--- src/rtl/riscv_multicycle_ctrl_if.sv ---
// Control/status bundle between the multicycle controller and its datapath.
// The controller drives the enables and selects, and the datapath returns instruction fields and ALU flags.
interface riscv_multicycle_ctrl_if;
    logic [6:0] op;
    logic [2:0] funct3;
    logic       funct7b5;
    logic       Zero;
    logic       lt;
    logic       ltu;
    logic       mem_ready;

    logic       PCWrite;
    logic       AdrSrc;
    logic       IRWrite;
    logic       MemWrite;
    logic       RegWrite;
    logic [1:0] ResultSrc;
    logic [1:0] ALUSrcA;
    logic [1:0] ALUSrcB;
    logic [2:0] ImmSrc;
    logic [3:0] ALUControl;

    modport master (
        input  op, funct3, funct7b5, Zero, lt, ltu, mem_ready,
        output PCWrite, AdrSrc, IRWrite, MemWrite, RegWrite,
        output ResultSrc, ALUSrcA, ALUSrcB, ImmSrc, ALUControl
    );

    modport slave (
        output op, funct3, funct7b5, Zero, lt, ltu, mem_ready,
        input  PCWrite, AdrSrc, IRWrite, MemWrite, RegWrite,
        input  ResultSrc, ALUSrcA, ALUSrcB, ImmSrc, ALUControl
    );
endinterface

--- src/rtl/riscv_multicycle_ctrl.sv ---
// Multicycle RV32I controller: a Moore FSM sequencing fetch through writeback.
// It also holds a sticky illegal-opcode trap and the cycle and retired-instruction counters.
module riscv_multicycle_ctrl #(
    parameter int unsigned MEM_WAIT = 1,
    parameter int unsigned CNT_W    = 32
) (
    input  logic               clk,
    input  logic               reset_n,
    riscv_multicycle_ctrl_if.master bus,
    output logic               trap,
    output logic [CNT_W-1:0]   cycle_cnt,
    output logic [CNT_W-1:0]   instret_cnt
);

    typedef enum logic [3:0] {
        S_FETCH, S_DECODE, S_MEMADR, S_MEMREAD,
        S_MEMWB, S_MEMWRITE, S_EXECR, S_EXECI,
        S_ALUWB, S_JAL, S_JALR, S_JALR2,
        S_BRANCH, S_LUI, S_AUIPC, S_ILLEGAL
    } state_t;

    localparam logic [3:0] ALU_ADD  = 4'b0000;
    localparam logic [3:0] ALU_SUB  = 4'b0001;
    localparam logic [3:0] ALU_PASS = 4'b1010;

    state_t state_q, state_d;
    logic [CNT_W-1:0] cycle_q, cycle_d;
    logic [CNT_W-1:0] instret_q, instret_d;

    logic       ready;
    logic       taken;
    logic       retire;
    logic       pc_write, ir_write, mem_write, reg_write;
    logic       adr_src;
    logic [1:0] result_src, alu_src_a, alu_src_b;
    logic [2:0] imm_src;
    logic [3:0] alu_ctrl;

    assign ready = (MEM_WAIT == 0) ? 1'b1 : bus.mem_ready;

    // Shared R/I-type ALU op decode; only R-type turns 000 into sub.
    function automatic logic [3:0] alu_dec(input logic [2:0] f3,
                                           input logic f7, input logic is_r);
        case (f3)
            3'b000:  return (is_r && f7) ? ALU_SUB : ALU_ADD;
            3'b001:  return 4'b0111;
            3'b010:  return 4'b0101;
            3'b011:  return 4'b0110;
            3'b100:  return 4'b0100;
            3'b101:  return f7 ? 4'b1001 : 4'b1000;
            3'b110:  return 4'b0011;
            default: return 4'b0010;
        endcase
    endfunction

    // State and counter registers with synchronous active-low reset.
    always_ff @(posedge clk) begin
        if (!reset_n) begin
            state_q   <= S_FETCH;
            cycle_q   <= '0;
            instret_q <= '0;
        end else begin
            state_q   <= state_d;
            cycle_q   <= cycle_d;
            instret_q <= instret_d;
        end
    end

    // Next-state sequencing; DECODE dispatches on opcode.
    always_comb begin
        state_d = state_q;
        case (state_q)
            S_FETCH:    if (ready) state_d = S_DECODE;
            S_DECODE: begin
                case (bus.op)
                    7'b0000011,
                    7'b0100011: state_d = S_MEMADR;
                    7'b0110011: state_d = S_EXECR;
                    7'b0010011: state_d = S_EXECI;
                    7'b1100011: state_d = S_BRANCH;
                    7'b1101111: state_d = S_JAL;
                    7'b1100111: state_d = S_JALR;
                    7'b0110111: state_d = S_LUI;
                    7'b0010111: state_d = S_AUIPC;
                    default:    state_d = S_ILLEGAL;
                endcase
            end
            S_MEMADR:   state_d = bus.op[5] ? S_MEMWRITE : S_MEMREAD;
            S_MEMREAD:  if (ready) state_d = S_MEMWB;
            S_MEMWRITE: if (ready) state_d = S_FETCH;
            S_MEMWB,
            S_ALUWB,
            S_BRANCH:   state_d = S_FETCH;
            S_EXECR,
            S_EXECI,
            S_LUI,
            S_AUIPC,
            S_JAL,
            S_JALR2:    state_d = S_ALUWB;
            S_JALR:     state_d = S_JALR2;
            default:    state_d = S_ILLEGAL;
        endcase
    end

    // Branch condition from funct3 and ALU flags; 010/011 never branch.
    always_comb begin
        taken = 1'b0;
        case (bus.funct3)
            3'b000:  taken = bus.Zero;
            3'b001:  taken = !bus.Zero;
            3'b100:  taken = bus.lt;
            3'b101:  taken = !bus.lt;
            3'b110:  taken = bus.ltu;
            3'b111:  taken = !bus.ltu;
            default: taken = 1'b0;
        endcase
    end

    // Immediate format follows the opcode in every state.
    always_comb begin
        imm_src = 3'b000;
        case (bus.op)
            7'b0100011: imm_src = 3'b001;
            7'b1100011: imm_src = 3'b010;
            7'b1101111: imm_src = 3'b011;
            7'b0110111,
            7'b0010111: imm_src = 3'b100;
            default:    imm_src = 3'b000;
        endcase
    end

    // Moore control outputs per state, plus the retire strobe.
    always_comb begin
        pc_write   = 1'b0;
        adr_src    = 1'b0;
        ir_write   = 1'b0;
        mem_write  = 1'b0;
        reg_write  = 1'b0;
        result_src = 2'b00;
        alu_src_a  = 2'b00;
        alu_src_b  = 2'b00;
        alu_ctrl   = ALU_ADD;
        retire     = 1'b0;
        case (state_q)
            S_FETCH: begin
                alu_src_b  = 2'b10;
                result_src = 2'b10;
                ir_write   = ready;
                pc_write   = ready;
            end
            S_DECODE: begin
                alu_src_a = 2'b01;
                alu_src_b = 2'b01;
            end
            S_MEMADR: begin
                alu_src_a = 2'b10;
                alu_src_b = 2'b01;
            end
            S_MEMREAD: adr_src = 1'b1;
            S_MEMWB: begin
                result_src = 2'b01;
                reg_write  = 1'b1;
                retire     = 1'b1;
            end
            S_MEMWRITE: begin
                adr_src   = 1'b1;
                mem_write = 1'b1;
                retire    = ready;
            end
            S_EXECR: begin
                alu_src_a = 2'b10;
                alu_ctrl  = alu_dec(bus.funct3, bus.funct7b5, 1'b1);
            end
            S_EXECI: begin
                alu_src_a = 2'b10;
                alu_src_b = 2'b01;
                alu_ctrl  = alu_dec(bus.funct3, bus.funct7b5, 1'b0);
            end
            S_LUI: begin
                alu_src_b = 2'b01;
                alu_ctrl  = ALU_PASS;
            end
            S_AUIPC: begin
                alu_src_a = 2'b01;
                alu_src_b = 2'b01;
            end
            S_ALUWB: begin
                reg_write = 1'b1;
                retire    = 1'b1;
            end
            S_JAL, S_JALR2: begin
                alu_src_a = 2'b01;
                alu_src_b = 2'b10;
                pc_write  = 1'b1;
            end
            S_JALR: begin
                alu_src_a = 2'b10;
                alu_src_b = 2'b01;
            end
            S_BRANCH: begin
                alu_src_a = 2'b10;
                alu_ctrl  = ALU_SUB;
                pc_write  = taken;
                retire    = 1'b1;
            end
            default: ;
        endcase
    end

    // Free-running cycle count and retire count, both wrapping.
    always_comb begin
        cycle_d   = cycle_q + CNT_W'(1);
        instret_d = instret_q + CNT_W'(retire);
    end

    // No write strobes leave the block while reset is held.
    assign bus.PCWrite    = pc_write & reset_n;
    assign bus.IRWrite    = ir_write & reset_n;
    assign bus.MemWrite   = mem_write & reset_n;
    assign bus.RegWrite   = reg_write & reset_n;
    assign bus.AdrSrc     = adr_src;
    assign bus.ResultSrc  = result_src;
    assign bus.ALUSrcA    = alu_src_a;
    assign bus.ALUSrcB    = alu_src_b;
    assign bus.ImmSrc     = imm_src;
    assign bus.ALUControl = alu_ctrl;

    assign trap        = (state_q == S_ILLEGAL);
    assign cycle_cnt   = cycle_q;
    assign instret_cnt = instret_q;

endmodule
--- src/flat_wrapper.sv ---
// flat-port wrapper written by rule: the top's interface ports become plain ports
module riscv_multicycle_ctrl_flat 
#(
    parameter int unsigned MEM_WAIT = 1,
    parameter int unsigned CNT_W    = 32
)
  (clk, reset_n, trap, cycle_cnt, instret_cnt, bus_op, bus_funct3, bus_funct7b5, bus_Zero, bus_lt, bus_ltu, bus_mem_ready, bus_PCWrite, bus_AdrSrc, bus_IRWrite, bus_MemWrite, bus_RegWrite, bus_ResultSrc, bus_ALUSrcA, bus_ALUSrcB, bus_ImmSrc, bus_ALUControl);
  riscv_multicycle_ctrl_if bus_i ();
  input  logic clk;
  input  logic reset_n;
  output logic trap;
  output logic [CNT_W-1:0] cycle_cnt;
  output logic [CNT_W-1:0] instret_cnt;
  input wire logic [$bits(bus_i.op)-1:0] bus_op;
  input wire logic [$bits(bus_i.funct3)-1:0] bus_funct3;
  input wire logic [$bits(bus_i.funct7b5)-1:0] bus_funct7b5;
  input wire logic [$bits(bus_i.Zero)-1:0] bus_Zero;
  input wire logic [$bits(bus_i.lt)-1:0] bus_lt;
  input wire logic [$bits(bus_i.ltu)-1:0] bus_ltu;
  input wire logic [$bits(bus_i.mem_ready)-1:0] bus_mem_ready;
  output wire logic [$bits(bus_i.PCWrite)-1:0] bus_PCWrite;
  output wire logic [$bits(bus_i.AdrSrc)-1:0] bus_AdrSrc;
  output wire logic [$bits(bus_i.IRWrite)-1:0] bus_IRWrite;
  output wire logic [$bits(bus_i.MemWrite)-1:0] bus_MemWrite;
  output wire logic [$bits(bus_i.RegWrite)-1:0] bus_RegWrite;
  output wire logic [$bits(bus_i.ResultSrc)-1:0] bus_ResultSrc;
  output wire logic [$bits(bus_i.ALUSrcA)-1:0] bus_ALUSrcA;
  output wire logic [$bits(bus_i.ALUSrcB)-1:0] bus_ALUSrcB;
  output wire logic [$bits(bus_i.ImmSrc)-1:0] bus_ImmSrc;
  output wire logic [$bits(bus_i.ALUControl)-1:0] bus_ALUControl;
  assign bus_i.op = bus_op;
  assign bus_i.funct3 = bus_funct3;
  assign bus_i.funct7b5 = bus_funct7b5;
  assign bus_i.Zero = bus_Zero;
  assign bus_i.lt = bus_lt;
  assign bus_i.ltu = bus_ltu;
  assign bus_i.mem_ready = bus_mem_ready;
  assign bus_PCWrite = bus_i.PCWrite;
  assign bus_AdrSrc = bus_i.AdrSrc;
  assign bus_IRWrite = bus_i.IRWrite;
  assign bus_MemWrite = bus_i.MemWrite;
  assign bus_RegWrite = bus_i.RegWrite;
  assign bus_ResultSrc = bus_i.ResultSrc;
  assign bus_ALUSrcA = bus_i.ALUSrcA;
  assign bus_ALUSrcB = bus_i.ALUSrcB;
  assign bus_ImmSrc = bus_i.ImmSrc;
  assign bus_ALUControl = bus_i.ALUControl;
  riscv_multicycle_ctrl #(.MEM_WAIT(MEM_WAIT), .CNT_W(CNT_W)) u_core (.clk(clk), .reset_n(reset_n), .bus(bus_i), .trap(trap), .cycle_cnt(cycle_cnt), .instret_cnt(instret_cnt));
endmodule
--- config.mk ---
export PLATFORM = sky130hd
export DESIGN_NAME = riscv_multicycle_ctrl_flat
export DESIGN_NICKNAME = d
export VERILOG_FILES = /design/src/rtl/riscv_multicycle_ctrl_if.sv /design/src/rtl/riscv_multicycle_ctrl.sv /design/src/flat_wrapper.sv
export SDC_FILE = /design/constraint.sdc
export NUM_CORES = 1
export LEC_CHECK = 0
export CAP_MARGIN = 40
export CORE_ASPECT_RATIO = 0.75
export CORE_MARGIN = 10
export CORE_UTILIZATION = 25
export CTS_CLUSTER_DIAMETER = 200
export DETAILED_ROUTE_END_ITERATION = 8
export PLACE_DENSITY = 0.43
export SYNTH_ARGS = -nofsm -noshare
export SYNTH_HDL_FRONTEND = slang
export SYNTH_SLANG_ARGS = --single-unit
--- constraint.sdc ---
create_clock -name clk -period 4.58 [get_ports clk]
set_input_delay 1.374 -clock clk [delete_from_list [all_inputs] [get_ports clk]]
set_output_delay 1.374 -clock clk [all_outputs]
set_load 0.01 [all_outputs]
After elaboration in Yosys (flattened, before gate mapping)
Index checks and enable logic that the tools add are counted.

word-level totals
  register bits after elaboration = 68
  output and inout port bits = 83

operators by class
  add/sub/neg operators = 2
  equality and inequality tests = 34
  muxes and demuxes = 22
  bitwise operators = 4
  reduce and logical (&&, ||, !) cells = 17

operators by type and width
  kind                     count
  $pmux W4 S8              2
  $pmux W4 S7              2
  $add A32 B1 Y32          1
  $add A32 B1 Y32 const B  1
  $eq A4 B4 Y1 const B     8
  $eq A7 B6 Y1 const B     3
  $eq A7 B7 Y1 const B     3
  $eq A4 B3 Y1 const B     4
  $pmux W4 S4              1
  $eq A7 B5 Y1 const B     2
  $eq A3 B3 Y1 const B     4
  $mux W4                  3
  $pmux W2 S2              3
  $pmux W3 S4              1
  $reduce_or A6 Y1         2
  $reduce_or A2 Y1         5
  $eq A4 B2 Y1 const B     2
  $eq A7 B2 Y1 const B     1
  $eq A3 B2 Y1 const B     2
  $mux W1                  6
  $ne A2 B2 Y1 const B     3
  $pmux W1 S6              1
  $reduce_or A3 Y1         2
  $reduce_or A5 Y1         1
  11 further kinds         16

Longest topological paths before layout
Gate-level depths: netlist of the first run.

  depth after elaboration = 4
  gate-level depth with buffers = 10

Worst setup path after synthesis of the first run
OpenSTA, ideal clock, no wires.

  path type = input-to-reg
  from = input port bus_mem_ready
  to = register u_core.instret_q[30] (netlist: u_core.instret_cnt[30])
  library setup time = 0.070 ns
  arrival = 3.778 ns
  data required time = 4.510 ns
  slack = 0.731 ns
  stages on the path = 10
  path buffers = 2
  cell sequence = clkbuf_1 nand2b_1 a211oi_1 ha_1 ha_1 nand4_1 or3_1 clkbuf_1 or4_1 a21oi_1

on the way
  longest elaborated chain between the ends = 2

ends and longest elaborated chain
  what                  RTL line                      RTL
  start, declared       flat_wrapper.sv:20            input wire logic [$bits(bus_i.mem_ready)-1:0] bus_mem_ready;
  $pmux W1 S2           riscv_multicycle_ctrl.sv:144  case (state_q)
  $add A32 B1 Y32       riscv_multicycle_ctrl.sv:213  instret_d = instret_q + CNT_W'(retire);
  end signal, assigned  riscv_multicycle_ctrl.sv:65   instret_q <= instret_d;
  end, declared         riscv_multicycle_ctrl.sv:28   logic [CNT_W-1:0] instret_q, instret_d;

No other way between the ends.
A chain may end at the register's enable or synchronous reset.

Worst setup path in the final report of the first run
  from = input port bus_funct3[0]
  to = output port bus_ALUControl[2]

on the way
  longest elaborated chain between the ends = 3
  elaborated cells between the ends (all ways) = 10

ends and longest elaborated chain
  what                                        RTL line                      RTL
  start, declared                             flat_wrapper.sv:15            input wire logic [$bits(bus_i.funct3)-1:0] bus_funct3;
  $eq A3 B3 Y1, or another cell as far along  riscv_multicycle_ctrl.sv:44   case (f3)
  $pmux W4 S7                                 riscv_multicycle_ctrl.sv:44
  $pmux W4 S4 (*)                             riscv_multicycle_ctrl.sv:144
  end, declared                               flat_wrapper.sv:30            output wire logic [$bits(bus_i.ALUControl)-1:0] bus_ALUControl;

Mark *: on every way between the ends. The rest lies on a longest branch, timed or not.

==> impl_metrics.tcl, run 1 <==
set metrics [dict create \
    drive_gt1_share_pct 6.32 \
    synth_area_um2 3790 \
    critPathMaxFanout 6 \
    root_buffer "clkbuf_16" \
    drtIter0Drc 253 \
    grt_usage_pct 11.1 \
    nFillCells 1550 \
    cts_max_level 3 \
    status "completed" \
    clock_path_buffers 2 \
    post_cts_buffers 0 \
    grt_max_degree 58 \
    dr.pass1.iters 4 \
    worst_slew_pin_slew_ns 0.814 \
    die_area_um2 20500 \
    top_usage_layer "met1" \
    cp-start-kind "primary input" \
    tns_ns 0 \
    gr-usage-met1_pct 15.9 \
    synth_warnings 0 \
    layout.cells.most_common "clkdlybuf4s50_1" \
    final.setup_skew_ns 0.00766 \
    numCtsBuffers 9 \
    worstPathRequired_ns 3.21 \
    antenna_cells 0 \
    crit_path_end_kind "output port" \
    synth_edf_count 0 \
    final_nets 586 \
    grt_overflow 0 \
    die_w_um 162 \
    rows 38 \
    worstSkewPairLatency_ns 0.33 \
    clk_pin_slew_ns 0.06 \
    min_period_ns 4.45 \
    vias 3787 \
    relSlewSlack_pct 45.6 \
    power_density_nw_per_um2 349 \
    synth_fp_nets 495 \
    grtUsageMet3_pct 4.91 \
    hold_path_class "reg2reg" \
    period_share_pct 97.2 \
    syn_to_final_growth_pct 40.0 \
    ir_drop_mv 0.236 \
    rsz0062_at_grt "false" \
    drc 0 \
    cts_tree "done" \
    final_cell_mix "clkdlybuf4s50_1 (97), dfxtp_1 (68), a21oi_1 (38)" \
    maxCapViolations 0 \
    boundaryPins 100 \
    grt_pass1_wl_um 19000 \
    setup_violations 0 \
    dpl.hpwl_um 8400 \
    drtAntennaViolNets 0 \
    clock_sinks 68 \
    via_per_inst 4.92 \
    die-height_um 127 \
    postLayoutCoreUtil_pct 36.3 \
    wirelength_um 11800 \
    seq_area_frac_synth_pct 35.9 \
    syn_avg_cell_area_um2 8.00 \
    hold_viol 0 \
    synthArstFlopShare_pct 0 \
    synth-seq-cells 68 \
    arrival_ns 3.08 \
    met2_usage_pct 14.5 \
    synth_ff_type "dfxtp_1" \
    core_um2 14600 \
    io_buffers 99 \
    p_leak_nw 1.71 \
    wl_per_cell_um 15.3 \
    start_util_pct 25.9 \
    synthCells 474 \
    slew_viol_final 0 \
    place_congestion 0.738 \
    synth_cell_types 51 \
    max_freq_mhz 225 \
    grt_pass1_vias 3503 \
    path_class "in2out" \
    antenna_found_initial 0 \
]
==> power by group <==
group | leakage [nW] | internal, W | switching (W) | total (W)
logic | 1.01 | 0.000228 | 0.000244 | 0.000473
registers | 0.549 | 0.000613 | 0.0000556 | 0.000668
clock network | 0.149 | 0.000450 | 0.000262 | 0.000711
==> Yosys cell counts (all sizes together), types with 2 or more instances <==
cell / number / area (µm²)
o21a: 2 / 15.0
or3: 11 / 68.8
a21o: 3 / 22.5
a31oi: 3 / 18.8
a21oi: 38 / 190
nand3: 23 / 115
nor4: 11 / 68.8
dfxtp: 68 / 1360
o22ai: 3 / 18.8
nor4b: 2 / 17.5
xor2: 9 / 78.8
ha: 4 / 50.1
or2: 2 / 12.5
and2: 5 / 31.3
o21ai: 14 / 70.1
nand3b: 4 / 30.0
clkbuf: 26 / 97.6
mux2i: 6 / 60.1
and4: 5 / 43.8
nand2: 33 / 124
a211oi: 2 / 15.0
nand4: 15 / 106
inv: 15 / 56.3
and3: 7 / 43.8
buf: 7 / 43.8
nor2b: 4 / 25.0
or4: 27 / 206
nand2b: 11 / 68.8
o31ai: 23 / 173
xnor2: 24 / 210
nor2: 36 / 135
nor3: 16 / 80.1
==> layout make-up <==
cell class                      count  area [µm²]  area share, %
Multi-Input combinational cell    358        2240           42.1
Sequential cell                    68        1360           25.6
Timing Repair Buffer              113        1100           20.7
Clock buffer                       12         256           4.83
Tap cell                          200         250           4.71
Inverter                           15        56.3           1.06
Clock inverter                      4        47.5          0.896
==> routing by layer <==
metal	wire length [µm]	vias to the layer above
li1	-	1936
met5	0	-
met3	976	7
met4	76	0
met1	6120	1746
met2	4590	98
==> sequential cells by signal, indices dropped and copies added (netlist names) <==
| signal | count |
|---|---|
| u_core.cycle_cnt | 32 |
| u_core.instret_cnt | 32 |
| u_core.state_q | 4 |
==> cells by family after synthesis <==
family          after synthesis  share of synthesized area (%)
compound gates               99                           16.3
xor+xnor                     33                           7.62
fa+ha+maj                     4                           1.32
buf+inv                      48                           5.21
flops                        68                           35.9
mux                           6                           1.58
simple gates                216                           32.1
==> critical path, stage by stage <==
cell	delay (ns)
clkdlybuf4s50_1	0.51
buf_4	0.16
nor2_1	0.05
xor2_1	0.14
nor3_1	0.23
clkdlybuf4s50_1	0.60
==> timing repair <==
item,in CTS,in global routing
hold buffers,0,0
endpoints found under the setup margin,0,2
resized for setup,0,3
==> metrics by stage <==
step	total power, W	instance area [µm²]	hold WS [ns]	cells	setup WS, ns
after floorplan	0.000946	3790	0.491	474	0.731
after global placement	0.00116	5000	0.463	754	0.0803
after detailed placement	0.00115	5000	0.474	754	0.0433
after CTS	0.00188	5300	0.484	770	0.0266
after global routing	0.00196	5310	0.508	770	0.0457
final	0.00185	5310	0.480	770	0.130
==> path summary, 6_finish.rpt <==
path,start,endpoint,slack (ns),depth (start not counted)
setup / recovery,bus_funct3[0],bus_ALUControl[2],0.13,6
hold / removal,u_core.instret_cnt[31],u_core.instret_cnt[31],0.48,2
setup reg to reg,u_core.state_q[2],u_core.instret_cnt[26],1.42,8
hold reg to reg,u_core.instret_cnt[31],u_core.instret_cnt[31],0.48,2
(Power assumes the default switching activity.)
==> inputs of run 2 (changes only) <==
- CORE_MARGIN: 10 -> unset
==> run 2 against run 1 <==
Combinational power is 1% lower. Clock skew hardly changed. Global-route usage is 3.2 points higher. Count of clock-buffer cells in the layout stayed put. Cell area is 0.21% lower. Sequential power hardly changed. Core utilization is 0.077 points lower. Wire length is 7.7% lower. Sequential share of layout area is 0.055 points higher. Clock power is 2.8% lower. Register-to-register slack hardly changed. Largest power group unchanged.
==> impl_metrics.tcl, run 2 (synthesis results as in run 1) <==
set metrics [dict create \
    antenna_cells 0 \
    drc 0 \
    period_share_pct 96.2 \
    syn_to_final_growth_pct 39.7 \
    switching_share_pct 30.1 \
    max_freq_mhz 227 \
    crit_buf_inv 3 \
    cts_max_level 3 \
    postLayoutCoreUtil_pct 36.2 \
    rows 38 \
    wirelength_um 10900 \
    io_buffers 99 \
    layout.cells.most_common "clkdlybuf4s50_1" \
    tns_ns 0 \
    critPathMaxFanout 6 \
    antenna_found_initial 0 \
    grt_overflow 0 \
    arrival_ns 3.03 \
    cp-start-kind "primary input" \
    drtAntennaViolNets 0 \
    clock_path_buffers 2 \
    worst_slew_pin_slew_ns 0.772 \
    post_cts_buffers 0 \
    via_per_inst 4.94 \
    numCtsBuffers 9 \
    dpl.hpwl_um 7580 \
    die_w_um 144 \
    seqPwrFrac_pct 36.6 \
    cts_tree "done" \
    min_path_cells 2 \
    path_class "in2out" \
    worstSkewPairLatency_ns 0.33 \
    p_leak_nw 1.71 \
    grt_pass1_vias 3471 \
    cts_hold_buf 0 \
    rsz0062_at_grt "false" \
    layout_setup_ws_ns 0.176 \
    relSlewSlack_pct 48.4 \
    crit_top_cell "clkdlybuf4s50_1" \
    pwr-share-clk_pct 37.8 \
    crit_family "buffers and inverters" \
    clk_pin_slew_ns 0.06 \
    status "completed" \
    start_util_pct 25.9 \
    place_congestion 0.757 \
    slew_viol_final 0 \
    ir_drop_mv 0.155 \
    holdWs_ns 0.483 \
    crit_path_end_kind "output port" \
    core_um2 14600 \
    root_buffer "clkbuf_16" \
    power_switching_w 0.000550 \
    maxCapViolations 0 \
    drive_gt1_share_pct 5.96 \
    cp_num_cells 6 \
    min_period_ns 4.40 \
    hold_path_class "reg2reg" \
    dr.pass1.iters 4 \
    crit_path_max_incr_delay_ns 0.58 \
    clock_sinks 68 \
    final.setup_skew_ns 0.00749 \
    power_frac_comb_pct 25.6 \
    p_int_w 0.00128 \
    die-height_um 109 \
    grt_pass1_wl_um 17700 \
    grt_usage_pct 14.3 \
    die_area_um2 15700 \
    drtIter0Drc 190 \
    hold_viol 0 \
    grt_max_degree 58 \
    wl_per_cell_um 14.1 \
    pre_cts_slack_ns 0.0880 \
    vias 3805 \
    rr_worst_depth 8 \
    power_density_nw_per_um2 345 \
    boundaryPins 100 \
    r2r_setup_slack_ns 1.43 \
    setup_violations 0 \
    crit_chain "clkdlybuf4s50_1 -> buf_4 -> nor2_1 -> xor2_1 -> nor3_1 -> clkdlybuf4s50_1" \
    nFillCells 1551 \
    final_cell_mix "clkdlybuf4s50_1 (97), dfxtp_1 (68), a21oi_1 (38)" \
    cpMaxStageDelayCell "clkdlybuf4s50_1" \
    final_nets 586 \
    worstPathRequired_ns 3.21 \
]
## run 2: timing repair
item                                   CTS  global route
setup endpoints to repair                0             2
endpoints found under the hold margin    0             0
gates resized for setup                  0             2
## run 2: path summary, 6_finish.rpt
check	startpoint	endpoint
worst max-delay path	bus_funct3[0]	bus_ALUControl[2]
worst min-delay path	u_core.instret_cnt[31]	u_core.instret_cnt[31]
worst max register to register	u_core.state_q[2]	u_core.instret_cnt[20]
worst min register to register	u_core.instret_cnt[31]	u_core.instret_cnt[31]
## run 2: worst register-to-register path: stages (launching register included)
cell	delay, ns
dfxtp_1	0.71
nor2_1	0.11
a211oi_1	0.34
ha_1	0.24
ha_1	0.19
nand4_1	0.18
or3_1	0.59
or4_1	0.57
a21oi_1	0.15
## run 2: area by class of cell
cell class,count,area [µm²],area share [%]
clock buffer,12,246,4.65
clock inverter,4,48.8,0.921
inverter,15,56.3,1.06
multi-input combinational,358,2230,42.2
sequential,68,1360,25.7
tap,200,250,4.72
timing repair buffer,113,1100,20.8
## run 2: per-layer routing
layer / routed length (µm) / GRT usage (%)
met4: 50 / 3.61
met5: 0 / 0
met3: 805 / 5.18
met1: 5620 / 20.8
met2: 4380 / 19.7
## run 2: power by group through the flow
stage	logic (W)	clock network, W	registers (W)
after CTS	0.000473	0.000720	0.000667
after floorplan	0.000301	0	0.000645
final	0.000467	0.000691	0.000668
after global placement	0.000474	0	0.000681
after global routing	0.000527	0.000744	0.000676
after detailed placement	0.000468	0	0.000681
## run 2: metrics by stage
stage / power [W] / std cells / instance area (µm²)
2_1_floorplan: 0.000946 / 474 / 3790
3_3_place_gp: 0.00116 / 754 / 5000
3_5_place_dp: 0.00115 / 754 / 5000
4_1_cts: 0.00186 / 770 / 5290
5_1_grt: 0.00195 / 770 / 5300
6_report: 0.00183 / 770 / 5300
